--- src/rtl/commit_arbiter.sv ---
// ============================================================================
// Module   : commit_arbiter
// Purpose  : Shared regfile write port and scoreboard commit source fed by an
//            INTU hold register and a bursty load-return queue.
// Revision : 1.0
// ============================================================================
`default_nettype none

module commit_arbiter #(
  parameter int NUM_WARP_LOG    = 3,
  parameter int SIZE_REGFILE_BR = 5,
  parameter int SIZE_CORE       = 8,
  parameter int SIZE_DATA       = 32,
  parameter int LQ_DEPTH        = 4,
  parameter int LQ_HIWATER      = 3,
  parameter int STARVE_MAX      = 7
) (
  input  logic                           clk,
  input  logic                           reset,
  input  logic                           stall_i,
  input  logic                           intuValid_i,
  output logic                           intuReady_o,
  input  logic [NUM_WARP_LOG-1:0]        intuWarp_i,
  input  logic [SIZE_CORE-1:0]           intuMask_i,
  input  logic                           intuDestValid_i,
  input  logic [SIZE_REGFILE_BR-1:0]     intuDest_i,
  input  logic [SIZE_CORE*SIZE_DATA-1:0] intuData_i,
  input  logic                           ldValid_i,
  output logic                           ldReady_o,
  input  logic [NUM_WARP_LOG-1:0]        ldWarp_i,
  input  logic [SIZE_CORE-1:0]           ldMask_i,
  input  logic [SIZE_REGFILE_BR-1:0]     ldDest_i,
  input  logic [SIZE_CORE*SIZE_DATA-1:0] ldData_i,
  output logic                           wbValid_o,
  output logic [NUM_WARP_LOG-1:0]        wbWarp_o,
  output logic [SIZE_CORE-1:0]           wbMask_o,
  output logic [SIZE_REGFILE_BR-1:0]     wbDest_o,
  output logic [SIZE_CORE*SIZE_DATA-1:0] wbData_o,
  output logic                           intuCommit_o,
  output logic                           loadCommit_o
);

  localparam int c_PTR_W = $clog2(LQ_DEPTH);
  localparam int c_CNT_W = c_PTR_W + 1;
  localparam int c_STV_W = $clog2(STARVE_MAX + 1);
  localparam int c_DAT_W = SIZE_CORE * SIZE_DATA;

  logic                       r_readyEn;
  logic [c_CNT_W-1:0]         r_count;
  logic [c_PTR_W-1:0]         r_wrPtr;
  logic [c_PTR_W-1:0]         r_rdPtr;
  logic [c_STV_W-1:0]         r_starve;

  logic [NUM_WARP_LOG-1:0]    r_qWarp [LQ_DEPTH];
  logic [SIZE_CORE-1:0]       r_qMask [LQ_DEPTH];
  logic [SIZE_REGFILE_BR-1:0] r_qDest [LQ_DEPTH];
  logic [c_DAT_W-1:0]         r_qData [LQ_DEPTH];

  logic                       r_held;
  logic [NUM_WARP_LOG-1:0]    r_hWarp;
  logic [SIZE_CORE-1:0]       r_hMask;
  logic                       r_hDv;
  logic [SIZE_REGFILE_BR-1:0] r_hDest;
  logic [c_DAT_W-1:0]         r_hData;

  logic w_qNotEmpty, w_forceLoad, w_grantLoad, w_grantIntu, w_intuWrite;
  logic w_push, w_intuLoad;
  logic                       w_nValid;
  logic [NUM_WARP_LOG-1:0]    w_nWarp;
  logic [SIZE_CORE-1:0]       w_nMask;
  logic [SIZE_REGFILE_BR-1:0] w_nDest;
  logic [c_DAT_W-1:0]         w_nData;

  // Arbitration: forced load (hiwater or starvation) beats a held INTU result.
  assign w_qNotEmpty = (r_count != '0);
  assign w_forceLoad = (r_count >= c_CNT_W'(LQ_HIWATER)) ||
                       (w_qNotEmpty && (r_starve == c_STV_W'(STARVE_MAX)));
  assign w_grantLoad = ~stall_i & (w_forceLoad | (~r_held & w_qNotEmpty));
  assign w_grantIntu = ~stall_i & r_held & ~w_forceLoad;
  assign w_intuWrite = w_grantIntu & r_hDv;

  assign ldReady_o   = r_readyEn & (r_count < c_CNT_W'(LQ_DEPTH));
  assign intuReady_o = r_readyEn & (~r_held | w_grantIntu);
  assign w_push      = ldValid_i & ldReady_o;
  assign w_intuLoad  = intuValid_i & intuReady_o;

  always_ff @(posedge clk or negedge reset) begin
    if (!reset) begin
      r_readyEn <= 1'b0;
      r_count   <= '0;
      r_wrPtr   <= '0;
      r_rdPtr   <= '0;
      r_starve  <= '0;
    end else begin
      r_readyEn <= 1'b1;
      if (w_push)      r_wrPtr <= r_wrPtr + 1'b1;
      if (w_grantLoad) r_rdPtr <= r_rdPtr + 1'b1;
      case ({w_push, w_grantLoad})
        2'b10:   r_count <= r_count + 1'b1;
        2'b01:   r_count <= r_count - 1'b1;
        default: r_count <= r_count;
      endcase
      if (w_grantLoad || !w_qNotEmpty)
        r_starve <= '0;
      else if (w_grantIntu && (r_starve != c_STV_W'(STARVE_MAX)))
        r_starve <= r_starve + 1'b1;
    end
  end

  // Queue payload needs no reset: entries are only read once counted valid.
  always_ff @(posedge clk) begin
    if (w_push) begin
      r_qWarp[r_wrPtr] <= ldWarp_i;
      r_qMask[r_wrPtr] <= ldMask_i;
      r_qDest[r_wrPtr] <= ldDest_i;
      r_qData[r_wrPtr] <= ldData_i;
    end
  end

  always_ff @(posedge clk or negedge reset) begin
    if (!reset) begin
      r_held  <= 1'b0;
      r_hWarp <= '0;
      r_hMask <= '0;
      r_hDv   <= 1'b0;
      r_hDest <= '0;
      r_hData <= '0;
    end else if (w_intuLoad) begin
      r_held  <= 1'b1;
      r_hWarp <= intuWarp_i;
      r_hMask <= intuMask_i;
      r_hDv   <= intuDestValid_i;
      r_hDest <= intuDest_i;
      r_hData <= intuData_i;
    end else if (w_grantIntu) begin
      r_held  <= 1'b0;
    end
  end

  // Non-writing slots (idle or INTU without a destination) present all-zero fields.
  always_comb begin
    w_nValid = 1'b0;
    w_nWarp  = '0;
    w_nMask  = '0;
    w_nDest  = '0;
    w_nData  = '0;
    if (w_grantLoad) begin
      w_nValid = 1'b1;
      w_nWarp  = r_qWarp[r_rdPtr];
      w_nMask  = r_qMask[r_rdPtr];
      w_nDest  = r_qDest[r_rdPtr];
      w_nData  = r_qData[r_rdPtr];
    end else if (w_intuWrite) begin
      w_nValid = 1'b1;
      w_nWarp  = r_hWarp;
      w_nMask  = r_hMask;
      w_nDest  = r_hDest;
      w_nData  = r_hData;
    end
  end

  always_ff @(posedge clk or negedge reset) begin
    if (!reset) begin
      wbValid_o    <= 1'b0;
      wbWarp_o     <= '0;
      wbMask_o     <= '0;
      wbDest_o     <= '0;
      wbData_o     <= '0;
      intuCommit_o <= 1'b0;
      loadCommit_o <= 1'b0;
    end else if (!stall_i) begin
      wbValid_o    <= w_nValid;
      wbWarp_o     <= w_nWarp;
      wbMask_o     <= w_nMask;
      wbDest_o     <= w_nDest;
      wbData_o     <= w_nData;
      intuCommit_o <= w_intuWrite;
      loadCommit_o <= w_grantLoad;
    end
  end

endmodule

`default_nettype wire
--- config.mk ---
export PLATFORM = sky130hd
export DESIGN_NAME = commit_arbiter
export DESIGN_NICKNAME = d
export VERILOG_FILES = /design/src/rtl/commit_arbiter.sv
export SDC_FILE = /design/constraint.sdc
export NUM_CORES = 2
export LEC_CHECK = 0
export ABC_AREA = 1
export CAP_MARGIN = 20
export CORE_MARGIN = 8
export CORE_UTILIZATION = 30
export CTS_CLUSTER_SIZE = 14
export DETAILED_ROUTE_END_ITERATION = 12
export PLACE_DENSITY = 0.45
export SLEW_MARGIN = 20
export SYNTH_ARGS = -nofsm -noshare
export SYNTH_HDL_FRONTEND = slang
export SYNTH_SLANG_ARGS = --single-unit
--- constraint.sdc ---
create_clock -name clk -period 18.12 [get_ports clk]
set_clock_uncertainty 0.05 [all_clocks]
set_input_delay 3.624 -clock clk [delete_from_list [all_inputs] [get_ports clk]]
set_output_delay 3.624 -clock clk [all_outputs]
set_load 0.01 [all_outputs]
==> metrics.cfg <==
[cells_and_area]
syn2layout_area_growth_pct = 26.1
final_common_cell = nand2_1
drive_gt1_frac = 0.0970
fin_nets = 6929
most-common-layout-cells = 1112 x nand2_1, 1088 x edfxtp_1, 823 x clkdlybuf4s50_1, 556 x dfrtp_1, 548 x nand3_1

[grt]
antenna_found_initial = 95
grt_pass1_vias = 47392
grt.total_usage = 0.188
overflow = 0
grt_pass1_wl_um = 338000
grt_max_degree = 201

[worst_setup_path]
reg2reg_from = r_readyEn
r2r_end = r_qData[1][9]
rr_worst_depth = 7
start_kind = primary input
crit_type = in2out
cp-end-kind = primary output
worst-endpoint-arrival_ns = 5.25
path_cells = buf_8 -> nor2_4 -> nand3_1 -> a21oi_1 -> clkdlybuf4s50_1
cp_max_fo = 49
r2r_slack_ns = 12.90
crit_slowest_cell = clkdlybuf4s50_1
worstPathRequired_ns = 14.45
cpPeakStageDelay_ns = 0.62

[clock_tree]
clk_pin_slew_worst_paths_ns = 0.06
cts_tree = built
cts_resized = 0
clock_latency_ns = 0.81
cts_made_buffers = 191
htree_levels = 4
clock-sinks = 1648
ctsLongestPathBuffers = 3
root_buffer = clkbuf_16
postCtsSetupRepairBufs = 0
cts-hold-fix-buffers = 0

[floorplanning]
die_area_um2 = 237000
die_x_um = 487
ios = 827
fp-row-count = 173
start_util = 0.301
die_h_um = 487
coreArea_um2 = 221000

[routing]
first_pass_iters = 6
wl_per_cell_um = 24.1
dr_total_vias = 47193
drt_iter0_markers = 2993
drc = 0
via_per_inst = 4.93
routed_wl_um = 231000
final_antenna_net_count = 0

[hold_path]
holdPathStages = 2
hold_end = r_hData[253]
worstHoldStart = r_hData[253]
hp-class = reg2reg

[sta]
tns_ns = 0
final_hold_viol_count = 0
drv_slew = 0
setup_viol_count_final = 0
finalCritPeriodShare = 0.492
fmax_mhz = 112
fin_crit_ns = 8.92
rsz0062_at_grt = no
tightestPinTransition_ns = 1.16
holdWs_ns = 0.419
slew_headroom = 0.226

[synth]
synth.net_count = 6309
ys_types = 25
ys_seq_area_frac = 0.702
syn_inst = 5751
synth_area_um2 = 66500
ys_warn_count = 0
synth_edf_count = 1088
ys_ff_latch = 1648
postSynth.asyncResetShare = 0.340
syn_area_per_cell_um2 = 11.6
synthFlopType = edfxtp_1

[placed_design]
gp_congestion = 0.785
io_buffers = 826
dp_hpwl_um = 142000

[power_and_ir_drop]
ir_drop_mv = 0.165
p_leak_nw = 31.5
cellPowerDensity_nw_per_um2 = 161

[outcome]
status = finished clean

[run]
cap_viol_max_count = 0

## report_power, final
group          total [mW]  internal (mW)  switching [mW]
combinational        4.32           1.51            2.81
clock                3.88           2.31            1.58
sequential           5.29           4.81           0.486
## cells in the mapped netlist (19+ instances only)
| cell | instances | share of area |
|---|---|---|
| buf_1 | 25 | 0.0014 |
| buf_2 | 133 | 0.010 |
| clkbuf_1 | 323 | 0.018 |
| dfrtp_1 | 560 | 0.21 |
| edfxtp_1 | 1088 | 0.49 |
| nand2_1 | 1113 | 0.063 |
| nand3_1 | 548 | 0.041 |
| nand4_1 | 546 | 0.051 |
| nor2_1 | 551 | 0.031 |
| o211ai_1 | 272 | 0.031 |
| o21ai_0 | 275 | 0.021 |
| or2_1 | 19 | 0.0018 |
| or2_2 | 253 | 0.024 |
## worst max path at each step
stage / start / to / slack, ns / cells past startpoint
5_1_grt: stall_i / intuReady_o / 9.14 / 5
2_1_floorplan: ldValid_i / r_qData[0][0] / 2.07 / 2
6_report: stall_i / intuReady_o / 9.20 / 5
3_5_place_dp: stall_i / intuReady_o / 9.15 / 5
4_1_cts: stall_i / intuReady_o / 9.14 / 5
3_3_place_gp: stall_i / intuReady_o / 9.14 / 5
## sequential cells by signal (all words and copies together) (netlist names), 3 cells and up
register  cells
wbWarp_o      3
wbData_o    256
r_starve      3
r_count       3
r_hWarp       3
wbDest_o      5
r_qMask      32
wbMask_o      8
r_hData     256
r_qWarp      12
r_qData    1024
r_qDest      20
r_hMask       8
r_hDest       5
## layout make-up
type,instances,area (um^2)
fillers,21696,137000
flip-flops and latches,1648,46700
multi-input cells,3601,17800
repair buffers,911,9030
clock buffers,273,5370
well taps,2975,3720
clock inverters,88,967
diodes,57,143
inverters,18,82.6
## layer usage
layer / wire length, um / GRT usage / up-vias
met5: 323 / 0 / -
met3: 12800 / 0.0428 / 389
li1: - / - / 21966
met1: 99300 / 0.247 / 23594
met4: 7330 / 0.0773 / 50
met2: 111000 / 0.301 / 1194
## through the flow
stage | power, mW | cell area (um^2) | worst slack [ns] | utilization | instances
4_1_cts | 13.7 | 83700 | 9.14 | 0.378 | 9513
5_1_grt | 14.3 | 83800 | 9.14 | 0.379 | 9552
3_5_place_dp | 9.76 | 77300 | 9.15 | 0.350 | 9152
2_1_floorplan | 7.81 | 66500 | 2.07 | - | 5751
6_report | 13.5 | 83800 | 9.20 | 0.379 | 9571
3_3_place_gp | 9.73 | 77300 | 9.14 | 0.350 | 9152
## cell families (layout without fill, tap and decap cells)
logic type,Yosys count,after routing,synth area share
buf+inv,502,1290,0.0312
compound gates,555,555,0.0521
other cells,1,58,0.0000564
simple gates,3032,3032,0.212
flops,1648,1648,0.702
fa+ha+maj,8,8,0.00162
xor+xnor,5,5,0.000659
## critical path, delay by kind of cell
kind                   cells  cell delay, ns
buffers and inverters      2            0.83
AOI/OAI and AO/OA          1            0.39
and+or+nand+nor            2            0.38
Power figures use the tool's default switching activity.
